**src/rtl/mem_store_merge_if.sv**
```systemverilog
// Store-request and word-memory signals of mem_store_merge, bundled as one interface.
// slave is the merge unit's view; master is the MEM stage / memory side.
interface mem_store_merge_if;
  logic        st_req;
  logic [1:0]  st_size;
  logic [31:0] st_addr;
  logic [31:0] st_data;
  logic        st_busy;
  logic        st_done;
  logic        st_misalign;
  logic        st_err;
  logic [31:0] mem_addr;
  logic        mem_rd;
  logic        mem_wr;
  logic [31:0] mem_wdata;
  logic [31:0] mem_rdata;
  logic        mem_ack;
  logic [1:0]  dbg_state;

  modport slave (
    input  st_req, st_size, st_addr, st_data, mem_rdata, mem_ack,
    output st_busy, st_done, st_misalign, st_err,
           mem_addr, mem_rd, mem_wr, mem_wdata, dbg_state
  );

  modport master (
    output st_req, st_size, st_addr, st_data, mem_rdata, mem_ack,
    input  st_busy, st_done, st_misalign, st_err,
           mem_addr, mem_rd, mem_wr, mem_wdata, dbg_state
  );
endinterface

```
**src/rtl/mem_store_merge.sv**
```systemverilog
// Store merge unit: turns byte/halfword stores into read-modify-write sequences on a
// word-only memory, word stores into a single write; flags misalignment and hung acks.
module mem_store_merge #(
  parameter int unsigned TIMEOUT_CYC = 255
) (
  input logic              clk,
  input logic              rst,
  mem_store_merge_if.slave bus
);

  // Handshake: st_req is sampled only while idle; a request is consumed on that edge and
  // answered by exactly one of st_done/st_misalign/st_err. mem_rd/mem_wr are held high
  // until an edge with mem_ack=1 (or timeout); mem_rdata is taken on the read-ack edge.

  typedef enum logic [1:0] {
    IDLE = 2'd0,
    RD   = 2'd1,
    WR   = 2'd2
  } state_t;

  localparam int unsigned CW = (TIMEOUT_CYC < 1) ? 1 : $clog2(TIMEOUT_CYC + 1);
  localparam logic [CW-1:0] CNT_LAST = CW'(TIMEOUT_CYC - 1);

  state_t        state_q, state_d;
  logic [CW-1:0] cnt_q, cnt_d;
  logic [1:0]    size_q, size_d;
  logic [1:0]    lane_q, lane_d;
  logic [15:0]   data_q, data_d;
  logic [31:0]   addr_q, addr_d;
  logic [31:0]   wdata_q, wdata_d;
  logic          done_q, done_d;
  logic          err_q, err_d;
  logic          mis_q, mis_d;

  logic          misaligned;
  logic          expire;
  logic [31:0]   merged;

  always_comb begin
    misaligned = 1'b0;
    case (bus.st_size)
      2'b00:   misaligned = 1'b0;
      2'b01:   misaligned = bus.st_addr[0];
      2'b10:   misaligned = |bus.st_addr[1:0];
      default: misaligned = 1'b1;
    endcase
  end

  // The strobe has waited its last allowed cycle when the counter sits at TIMEOUT_CYC-1
  // and this edge still sees no ack.
  assign expire = !bus.mem_ack && (cnt_q == CNT_LAST);

  always_comb begin
    merged = bus.mem_rdata;
    if (size_q == 2'b00) begin
      case (lane_q)
        2'd0:    merged[7:0]   = data_q[7:0];
        2'd1:    merged[15:8]  = data_q[7:0];
        2'd2:    merged[23:16] = data_q[7:0];
        default: merged[31:24] = data_q[7:0];
      endcase
    end else if (lane_q[1]) begin
      merged[31:16] = data_q;
    end else begin
      merged[15:0] = data_q;
    end
  end

  always_ff @(posedge clk) begin
    if (rst) begin
      state_q <= IDLE;
      cnt_q   <= '0;
      size_q  <= 2'b00;
      lane_q  <= 2'b00;
      data_q  <= 16'h0;
      addr_q  <= 32'h0;
      wdata_q <= 32'h0;
      done_q  <= 1'b0;
      err_q   <= 1'b0;
      mis_q   <= 1'b0;
    end else begin
      state_q <= state_d;
      cnt_q   <= cnt_d;
      size_q  <= size_d;
      lane_q  <= lane_d;
      data_q  <= data_d;
      addr_q  <= addr_d;
      wdata_q <= wdata_d;
      done_q  <= done_d;
      err_q   <= err_d;
      mis_q   <= mis_d;
    end
  end

  always_comb begin
    state_d = state_q;
    cnt_d   = cnt_q;
    case (state_q)
      IDLE: begin
        cnt_d = '0;
        if (bus.st_req && !misaligned) begin
          state_d = (bus.st_size == 2'b10) ? WR : RD;
        end
      end
      RD: begin
        if (bus.mem_ack) begin
          state_d = WR;
          cnt_d   = '0;
        end else if (expire) begin
          state_d = IDLE;
          cnt_d   = '0;
        end else begin
          cnt_d = cnt_q + 1'b1;
        end
      end
      WR: begin
        if (bus.mem_ack || expire) begin
          state_d = IDLE;
          cnt_d   = '0;
        end else begin
          cnt_d = cnt_q + 1'b1;
        end
      end
      default: begin
        state_d = IDLE;
        cnt_d   = '0;
      end
    endcase
  end

  always_comb begin
    size_d  = size_q;
    lane_d  = lane_q;
    data_d  = data_q;
    addr_d  = addr_q;
    wdata_d = wdata_q;
    done_d  = 1'b0;
    err_d   = 1'b0;
    mis_d   = 1'b0;
    case (state_q)
      IDLE: begin
        if (bus.st_req) begin
          if (misaligned) begin
            mis_d = 1'b1;
          end else begin
            addr_d = {bus.st_addr[31:2], 2'b00};
            size_d = bus.st_size;
            lane_d = bus.st_addr[1:0];
            data_d = bus.st_data[15:0];
            if (bus.st_size == 2'b10) wdata_d = bus.st_data;
          end
        end
      end
      RD: begin
        if (bus.mem_ack) wdata_d = merged;
        else if (expire) err_d = 1'b1;
      end
      WR: begin
        if (bus.mem_ack) done_d = 1'b1;
        else if (expire) err_d = 1'b1;
      end
      default: ;
    endcase
  end

  assign bus.st_busy     = (state_q != IDLE);
  assign bus.st_done     = done_q;
  assign bus.st_misalign = mis_q;
  assign bus.st_err      = err_q;
  assign bus.mem_addr    = addr_q;
  assign bus.mem_rd      = (state_q == RD);
  assign bus.mem_wr      = (state_q == WR);
  assign bus.mem_wdata   = wdata_q;
  assign bus.dbg_state   = state_q;

endmodule
```
**src/flat_wrapper.sv**
```systemverilog
// flat-port wrapper written by rule: the top's interface ports become plain ports
module mem_store_merge_flat 
#(
  parameter int unsigned TIMEOUT_CYC = 255
)
  (clk, rst, bus_st_req, bus_st_size, bus_st_addr, bus_st_data, bus_mem_rdata, bus_mem_ack, bus_st_busy, bus_st_done, bus_st_misalign, bus_st_err, bus_mem_addr, bus_mem_rd, bus_mem_wr, bus_mem_wdata, bus_dbg_state);
  mem_store_merge_if bus_i ();
  input logic clk;
  input logic rst;
  input wire logic [$bits(bus_i.st_req)-1:0] bus_st_req;
  input wire logic [$bits(bus_i.st_size)-1:0] bus_st_size;
  input wire logic [$bits(bus_i.st_addr)-1:0] bus_st_addr;
  input wire logic [$bits(bus_i.st_data)-1:0] bus_st_data;
  input wire logic [$bits(bus_i.mem_rdata)-1:0] bus_mem_rdata;
  input wire logic [$bits(bus_i.mem_ack)-1:0] bus_mem_ack;
  output wire logic [$bits(bus_i.st_busy)-1:0] bus_st_busy;
  output wire logic [$bits(bus_i.st_done)-1:0] bus_st_done;
  output wire logic [$bits(bus_i.st_misalign)-1:0] bus_st_misalign;
  output wire logic [$bits(bus_i.st_err)-1:0] bus_st_err;
  output wire logic [$bits(bus_i.mem_addr)-1:0] bus_mem_addr;
  output wire logic [$bits(bus_i.mem_rd)-1:0] bus_mem_rd;
  output wire logic [$bits(bus_i.mem_wr)-1:0] bus_mem_wr;
  output wire logic [$bits(bus_i.mem_wdata)-1:0] bus_mem_wdata;
  output wire logic [$bits(bus_i.dbg_state)-1:0] bus_dbg_state;
  assign bus_i.st_req = bus_st_req;
  assign bus_i.st_size = bus_st_size;
  assign bus_i.st_addr = bus_st_addr;
  assign bus_i.st_data = bus_st_data;
  assign bus_i.mem_rdata = bus_mem_rdata;
  assign bus_i.mem_ack = bus_mem_ack;
  assign bus_st_busy = bus_i.st_busy;
  assign bus_st_done = bus_i.st_done;
  assign bus_st_misalign = bus_i.st_misalign;
  assign bus_st_err = bus_i.st_err;
  assign bus_mem_addr = bus_i.mem_addr;
  assign bus_mem_rd = bus_i.mem_rd;
  assign bus_mem_wr = bus_i.mem_wr;
  assign bus_mem_wdata = bus_i.mem_wdata;
  assign bus_dbg_state = bus_i.dbg_state;
  mem_store_merge #(.TIMEOUT_CYC(TIMEOUT_CYC)) u_core (.clk(clk), .rst(rst), .bus(bus_i));
endmodule
```
**config.mk**
```make
export PLATFORM = sky130hd
export DESIGN_NAME = mem_store_merge_flat
export DESIGN_NICKNAME = d
export VERILOG_FILES = /design/src/rtl/mem_store_merge_if.sv /design/src/rtl/mem_store_merge.sv /design/src/flat_wrapper.sv
export SDC_FILE = /design/constraint.sdc
export NUM_CORES = 1
export LEC_CHECK = 0
export ABC_AREA = 1
export BUFFER_PORTS_ARGS = -buffer_cell sky130_fd_sc_hd__buf_2
export CAP_MARGIN = 20
export CORE_MARGIN = 2
export CORE_UTILIZATION = 30
export DETAILED_ROUTE_END_ITERATION = 6
export SYNTH_ARGS = -nofsm -noshare
export SYNTH_HDL_FRONTEND = slang
export SYNTH_SLANG_ARGS = --single-unit
```
**constraint.sdc**
```tcl
create_clock -name clk -period 2.1 [get_ports clk]
set_input_delay 0.42 -clock clk [delete_from_list [all_inputs] [get_ports clk]]
set_output_delay 0.42 -clock clk [all_outputs]
set_load 0.01 [all_outputs]
```
* Word-level counts from Yosys, hierarchy flattened
Cells that the tools add are included.
Widths: inputs -> output; s select.
** Word-level totals
- Register bits after elaboration :: 95
- Input bits :: 102
- Word-level logic and storage cells :: 76
- Output and inout bits :: 72
** Cells by class
- Eq/ne operators :: 14
- $add $sub $neg :: 1
- Reductions and logical operators :: 20
- Mux-type cells :: 26
- Bitwise operators :: 5
** Operator list (number)
- $mux 32 :: 5
- $pmux 32 s2 :: 1
- $mux 8 :: 7
- $mux 16 :: 2
- $pmux 8 s2 :: 1
- $mux 2 :: 5
- $reduce_or 3->1 :: 3
- $add 8x1->8 const B :: 1
- $eq 8x8->1 const B :: 1
- $logic_not 2->1 :: 4
- $eq 2x1->1 const B :: 3
- $eq 2x2->1 const B :: 3
- $ne 2x1->1 const B :: 3
- $ne 2x2->1 const B :: 3
- $pmux 2 s3 :: 1
- $reduce_and 3->1 :: 2
- $reduce_or 2->1 :: 3
- $not 1->1 :: 5
- $reduce_and 5->1 :: 1
- $reduce_bool 2->1 :: 2
- $mux 1 :: 3
- $ne 3x2->1 const B :: 1
- $pmux 1 s3 :: 1
- $logic_and 1x1->1 :: 2
- other kinds (2) :: 3

* Depth between registers and ports, before layout
Gate-level depths: netlist (run 1).
- Word-level depth :: 6
- Mapped depth :: 12

* Least setup slack after synthesis (run 1)
Ideal clock, no wire load.
- Path type :: reg-to-reg
- From :: reg u_core.state_q[1] (netlist: u_core.bus.dbg_state[1])
- To :: reg u_core.wdata_q[0] (netlist: u_core.bus.mem_wdata[0])
- Data arrival time :: 1.594 ns
- Library setup time :: 0.113 ns
- Clock period less this slack :: 1.707 ns
- Data required time :: 1.987 ns
- Stages on the path, launching flop included :: 11
- Path slack :: 0.393 ns
- Path through :: dfxtp_1 > inv_1 > ha_1 > buf_2 > o21ai_1 > nand2_1 > nor2_4 > buf_2 > nand3_1 > nor2_1 > nor2_1
** On the way
- Word-level cells in the longest chain between the ends :: 3
- Elaborated cells on any way between the ends :: 9
- Classes of those cells :: 5 x eq/ne; 1 x mux; 3 x reduce/logical
** Ends and longest elaborated chain
- start: declaration :: line mem_store_merge.sv:24 : state_t state_q, state_d;
- start signal: assignment :: line mem_store_merge.sv:82 : state_q <= state_d;
- $eq 2x1->1 *
- named net bus_mem_rd :: line flat_wrapper.sv:21 : output wire logic [$bits(bus_i.mem_rd)-1:0] bus_mem_rd;
- $ne 2x2->1 (no source line) / $reduce_bool 2->1 (equally long branches)
- $reduce_and 5->1 (no source line)
- end signal: assignment :: line mem_store_merge.sv:88 : wdata_q <= wdata_d;
- end: declaration :: line mem_store_merge.sv:30 : logic [31:0] wdata_q, wdata_d;
The timed path passes the listed nets; every way through them passes the cells marked *.
A chain may end at the register's enable or synchronous reset.

* Worst setup path after layout (run 1)
- From :: reg u_core.state_q[0] (netlist: u_core.bus.dbg_state[0])
- To :: reg u_core.wdata_q[23] (netlist: u_core.bus.mem_wdata[23])
** On the way
- Word-level cells in the longest chain between the ends :: 3
- Elaborated cells on any way between the ends :: 9
- Classes of those cells :: 5 x eq/ne; 1 x mux; 3 x reduce/logical
** Ends and longest elaborated chain
- $eq 2x1->1 / $logic_not 2->1 (equally long branches) :: line mem_store_merge.sv:140 : case (state_q)
- $ne 2x2->1 (no source line), or another cell as far along
- $reduce_and 5->1 (no source line)
Parallel ways exist; a longest one is shown, timed or not.

==> impl_metrics.tcl, run 1 <==
set metrics [dict create \
    clk_path_buf_depth 2 \
    drive_above_1_share_pct 21.0 \
    nets 1123 \
    p_per_area_nw_per_um2 1160 \
    startpoint_type "register" \
    clkTransAtPathRegs_ns 0.08 \
    syn_area_um2 5220 \
    drt_pass1_iterations 5 \
    antenna_found_initial 2 \
    ys_seq_elements 95 \
    finalSetupViolCount 0 \
    root_buffer "clkbuf_16" \
    grt_max_degree 49 \
    yosys_warnings 0 \
    num_io_pins 174 \
    die_area_um2 18500 \
    route.met2.wl_mm 7.43 \
    pre_cts_ws_ns 0.367 \
    min_path_type "input port to register" \
    wl_met1_mm 7.64 \
    cts_buffers 9 \
    fin_skew_ns 0.0109 \
    overflow 0 \
    fin_cells 1247 \
    area.growth.synth_to_final_pct 26.9 \
    total_power_uw 7660 \
    r2r_setup_slack_ns 0.35 \
    critPathKind "register to register" \
    grt_pass1_wl_mm 26.7 \
    rsz0062_at_grt "false" \
    die-height_um 136 \
    grt_pass1_vias 5240 \
    fin_crit_sh_pct 83.4 \
    end_kind "register" \
    final_area_um2 6630 \
    dp.cells 1230 \
    crit_fanout 40 \
    synth.avg_cell_area_um2 6.04 \
    clock.fmax_mhz 571 \
    setup_tns_ns 0 \
    reg2reg_depth 10 \
    wire_per_inst_um 13.5 \
    vias 5663 \
    final_hold_viol_count 0 \
    drt_iter0_markers 307 \
    io_buffers 171 \
    ctsHoldBuffers 0 \
    met3_length_mm 1.46 \
    dp_hpwl_mm 12.5 \
    slew_violations 0 \
    cts_tree "done" \
    holdPathStages 2 \
    run_status "finished, final reports clean" \
    synthesis.instances 865 \
    leakage_uw 0.00334 \
    seq_area_frac_synth_pct 36.4 \
    h-tree-depth 3 \
    clk_latency_ns 0.36 \
    wl_mm 16.9 \
    ant_nets 0 \
    drc 0 \
    cap_viol_max_count 0 \
    vdd_drop_max_mv 0.498 \
    rows 48 \
    place.gp.congestion 0.852 \
    arrival_ns 2.00 \
    critical_path_required_ns 2.35 \
    finalCriticalPeriod_ns 1.75 \
    vias_per_cell 4.54 \
    yosysUniqueCellTypes 27 \
    fin_ws_ns 0.348 \
    track_usage_pct 18.6 \
    place_area_um2 6300 \
    die_w_um 136 \
    cts_resized 0 \
    core_area_um2 17200 \
    top_layer_used "met5" \
    postCtsSetupBuffers 0 \
    cts.sinks 95 \
    start_util_pct 30.4 \
]
-- stage by stage --
step	hold slack [ns]	util [%]
after detailed placement	0.435	36.7
after global placement	0.431	36.7
after floorplan	0.430	-
after global routing	0.244	38.6
final	0.258	38.6
after CTS	0.244	38.6
-- Yosys cell counts --
cell type,instances,area [um2]
a21oi_1,68,340
a41oi_1,1,8.76
buf_1,7,26.3
buf_2,14,70.1
buf_4,2,15.0
buf_6,4,45.0
clkbuf_1,24,90.1
conb_1,1,3.75
dfxtp_1,95,1900
ha_1,5,62.6
inv_1,111,417
inv_2,3,11.3
nand2_1,236,886
nand2_2,1,6.26
nand3_1,84,420
nand3_2,1,10.0
nand4_1,2,12.5
nor2_1,129,484
nor2_2,1,6.26
nor2_4,1,11.3
nor3_1,2,10.0
nor3b_1,2,15.0
o21ai_0,66,330
o21ai_1,1,5.00
o31ai_1,1,7.51
xnor2_1,1,8.76
xor2_1,2,17.5
-- placed cells by master, fill, tap and decap left out, drive strengths merged, types with 2 or more instances in the layout --
cell type	netlist	final
nand2	237	237
buf	27	190
nor2	131	131
inv	114	117
dfxtp	95	95
nand3	85	85
a21oi	68	68
o21ai	67	67
clkbuf	24	9
ha	5	5
xor2	2	2
nor3b	2	2
nand4	2	2
nor3	2	2
conb	1	2
bufinv	0	2
-- worst max-delay path, cell delays in order, from the launching register on --
cell and delay (ns):
dfxtp_1 0.33, inv_1 0.10, ha_1 0.26, inv_2 0.08, a21oi_1 0.28, nor2_4 0.10
nand2_2 0.09, buf_12 0.22, nand2_1 0.07, nand2_1 0.06, nor2_1 0.04
-- where the power goes --
group | switching (uW) | leakage [uW] | internal [uW]
Clock | 813 | 0.000160 | 1060
Combinational | 2120 | 0.00240 | 1180
Sequential | 250 | 0.000777 | 2230
-- flip-flops by register name, summed over array words and instances (netlist names) --
name / count
u_core.data_q: 16
u_core.lane_q: 2
u_core.bus.st_err: 1
u_core.bus.st_done: 1
u_core.bus.mem_wdata: 32
u_core.bus.dbg_state: 2
u_core.bus.mem_addr: 30
u_core.size_q: 2
u_core.cnt_q: 8
u_core.bus.st_misalign: 1
-- per-layer routing --
layer,vias up,track usage (%)
met3,24,5.29
met2,181,29.8
met5,-,0
met1,2477,23.8
met4,2,6.77
li1,2979,-
-- worst paths after layout --
check | startpoint | end
worst max-delay path | u_core.bus.dbg_state[0]$_SDFFE_PP0P_ | u_core.bus.mem_wdata[23]$_SDFFE_PP0P_
worst min-delay path | rst | u_core.bus.st_done$_SDFF_PP0_
worst max register to register | u_core.bus.dbg_state[0]$_SDFFE_PP0P_ | u_core.bus.mem_wdata[23]$_SDFFE_PP0P_
worst min register to register | u_core.bus.mem_addr[15]$_SDFFE_PP0P_ | u_core.bus.mem_addr[15]$_SDFFE_PP0P_
-- layout make-up --
class                           count  area, um2
Antenna cell                        1       2.50
Clock buffer                        9        225
Clock inverter                      7        104
Fill cell                        1910      10500
Inverter                          114        428
Multi-Input combinational cell    606       2650
Sequential cell                    95       1900
Tap cell                          225        282
Timing Repair Buffer              190       1040
-- kinds of logic (layout without fill, tap and decap cells) --
group | count (synthesis) | after routing | synth area share [%]
XOR/XNOR | 3 | 3 | 0.503
buffers and inverters | 165 | 320 | 12.9
AO/OA/AOI/OAI | 137 | 137 | 13.2
other | 1 | 3 | 0.0718
adder cells (fa/ha/maj) | 5 | 5 | 1.20
flip-flops | 95 | 95 | 36.4
AND/OR/NAND/NOR | 459 | 459 | 35.6
Note: power is estimated with default switching activity, not from simulation.
==> run 2, diff against run 1 <==
- ABC_AREA: 1 -> 0
- clock period: 2.1 -> 1.7 ns (I/O delays scaled with it)
==> impl_metrics.tcl, run 2 <==
set metrics [dict create \
    run_status "finished with violations" \
    failed_checks "setup timing" \
    leakage_uw 0.00272 \
    use_met2_pct 29.9 \
    ys_seq_elements 95 \
    clkTransAtPathRegs_ns 0.07 \
    async_flop_share_pct 0 \
    drive_above_1_share_pct 38.3 \
    start_util_pct 30.4 \
    crit_fanout 5 \
    slew_violations 0 \
    pre_cts_ws_ns -0.267 \
    grt_pass1_wl_mm 20.7 \
    p_per_area_nw_per_um2 1110 \
    final_common_cell "buf_2" \
    power.switching_uw 1990 \
    nFillCells 1377 \
    track_usage_pct 17.7 \
    clkPwrFrac_pct 31.8 \
    r2r_setup_slack_ns -0.02 \
    switching_share_pct 29.3 \
    yosysMostFrequentCell "nand2_1" \
    die_w_um 122 \
    area.growth.synth_to_final_pct 45.9 \
    drt_pass1_iterations 4 \
    drc 0 \
    hp-start "bus_st_addr[5]" \
    io_buffers 171 \
    yosysTopAreaCell "dfxtp_1" \
    r2r-end "u_core.bus.dbg_state[0]$_SDFFE_PP0P_" \
    gr-usage-met3_pct 4.31 \
    yosysTopAreaCellShare_pct 45.6 \
    fin_skew_ns 0.00606 \
    cts_buffers 9 \
    synthTopCellsByArea "dfxtp_1, nand2_1, a21oi_1, nand2b_1, o221ai_1" \
    cap_viol_max_count 0 \
    ctsHoldBuffers 0 \
    place.gp.congestion 0.764 \
    largest_reg_flops 32 \
    grt_pass1_vias 4200 \
    vdd_drop_max_mv 0.432 \
    vias_per_cell 5.03 \
    wire_per_inst_um 15.6 \
    h-tree-depth 3 \
    final_hold_viol_count 0 \
    synth-edff-count 0 \
    yosysUniqueCellTypes 47 \
    nets 800 \
    place_area_um2 5510 \
    fin_cells 878 \
    final_area_um2 6080 \
    reg2reg_depth 7 \
    yosys_warnings 0 \
    worst_pin_slew_ns 0.578 \
    finalSetupViolCount 1 \
    synth.avg_cell_area_um2 8.39 \
    slew_headroom_pct 61.2 \
    startpoint_type "register" \
    fin_crit_sh_pct 101 \
    core_area_um2 13700 \
    internal-power_uw 4790 \
    syn_area_um2 4170 \
    die-height_um 122 \
    num_io_pins 174 \
    dp.cells 854 \
    root_buffer "clkbuf_16" \
    rows 43 \
    combinationalPowerShare_pct 29.4 \
    ant_nets 0 \
    finalCriticalPeriod_ns 1.72 \
    multi_input_area_um2 2200 \
    drt_iter0_markers 260 \
    clk_latency_ns 0.34 \
    ys.flop_type "dfxtp_1" \
    critical_path_required_ns 1.94 \
    layout_common_cells "buf_2, nand2_1, dfxtp_1, a21oi_1, buf_4" \
    seq_area_frac_synth_pct 45.6 \
    fin_ws_ns -0.0182 \
    die_area_um2 14900 \
    arrival_ns 1.96 \
    rsz0062_at_grt "true" \
    final-seq-area_um2 1910 \
    grt_util_met1_pct 21.2 \
    grt_max_degree 52 \
    critPathKind "register to register" \
    min_path_type "input port to register" \
    vias 4415 \
    min_to "u_core.bus.mem_addr[5]$_SDFFE_PP0P_" \
    synth_commonest_cells "nand2_1, dfxtp_1, a21oi_1" \
    antenna_found_initial 1 \
    clock.fmax_mhz 582 \
    synthesis.instances 497 \
    cts_tree "done" \
    overflow 0 \
    end_kind "register" \
    wl_mm 13.7 \
    dp_hpwl_mm 9.77 \
    total_power_uw 6780 \
    cts.sinks 95 \
    holdPathStages 3 \
    r2r_start "u_core.bus.dbg_state[0]$_SDFFE_PP0P_" \
    clk_path_buf_depth 2 \
    grt-busiest-layer "met2" \
    p_seq_share_pct 38.8 \
]
[run 2: area by class of cell]
cell class,instances,area share [%]
clock buffer,11,3.99
antenna,1,0.0411
clock inverter,4,1.15
inverter,6,0.452
multi-input combinational,359,36.1
timing repair buffer,222,23.2
tap,180,3.70
sequential,95,31.3
[run 2: repair_timing]
action                     in CTS  in global routing
setup endpoints to repair      85                 64
pin swaps                       2                  5
hold endpoints to repair        0                  0
gates cloned                    1                  3
buffers inserted                2                  2
resized for setup               9                 16
[run 2: layer usage]
layer,wire length (um),up-vias
met4,180,0
met2,6740,157
li1,-,2160
met3,918,11
met1,5850,2087
met5,0,-
[run 2: how the worst max path moves through the flow]
stage                     cells after the start                                     to  slack, ns                            startpoint
final                                         7   u_core.bus.dbg_state[0]$_SDFFE_PP0P_      -0.02  u_core.bus.dbg_state[0]$_SDFFE_PP0P_
after global routing                          7   u_core.bus.dbg_state[0]$_SDFFE_PP0P_      -0.07  u_core.bus.dbg_state[0]$_SDFFE_PP0P_
after CTS                                     5                             bus_mem_wr      0.004  u_core.bus.dbg_state[0]$_SDFFE_PP0P_
after detailed placement                      6  u_core.bus.mem_wdata[31]$_SDFFE_PP0P_      -0.27                        bus_st_size[0]
after global placement                        6  u_core.bus.mem_wdata[31]$_SDFFE_PP0P_      -0.24                        bus_st_size[0]
after floorplan                               5  u_core.bus.mem_wdata[22]$_SDFFE_PP0P_      -0.06                        bus_st_size[0]
[run 2: cell families (layout without fill, tap and decap cells)]
logic type / after synthesis / after routing / share of synthesized area (%)
other: 1 / 3 / 0.0899
and+or+nand+nor: 178 / 178 / 19.7
AOI/OAI and AO/OA: 168 / 168 / 27.5
adders and majority gates: 5 / 5 / 1.50
DFF: 95 / 95 / 45.6
buffers and inverters: 44 / 243 / 4.38
xor gates and xnor gates: 6 / 6 / 1.26
[run 2: worst max-delay path, cell delays in order, from the launching register on]
cell and delay (ns):
dfxtp_4 0.37, inv_4 0.07, ha_4 0.19, buf_6 0.12, nand2_1 0.07, o21bai_4 0.18
or4_1 0.52, o31ai_1 0.09
[run 2: power by group through the flow]
stage,sequential [uW],combinational [uW],clock [uW]
3_3_place_gp,2660,1670,0
3_5_place_dp,2670,1700,0
2_1_floorplan,2740,876,0
5_1_grt,2660,2160,2300
4_1_cts,2630,1810,2210
6_report,2630,2000,2160
[run 2: metrics by stage]
stage	setup TNS [ns]	hold WS, ns	utilization (%)
global placement	-5.60	0.440	40.2
CTS	0	0.209	43.1
finish	-0.0182	0.228	44.3
global route	-0.642	0.226	44.3
detailed placement	-6.37	0.447	40.2
floorplan	-1.21	0.416	-
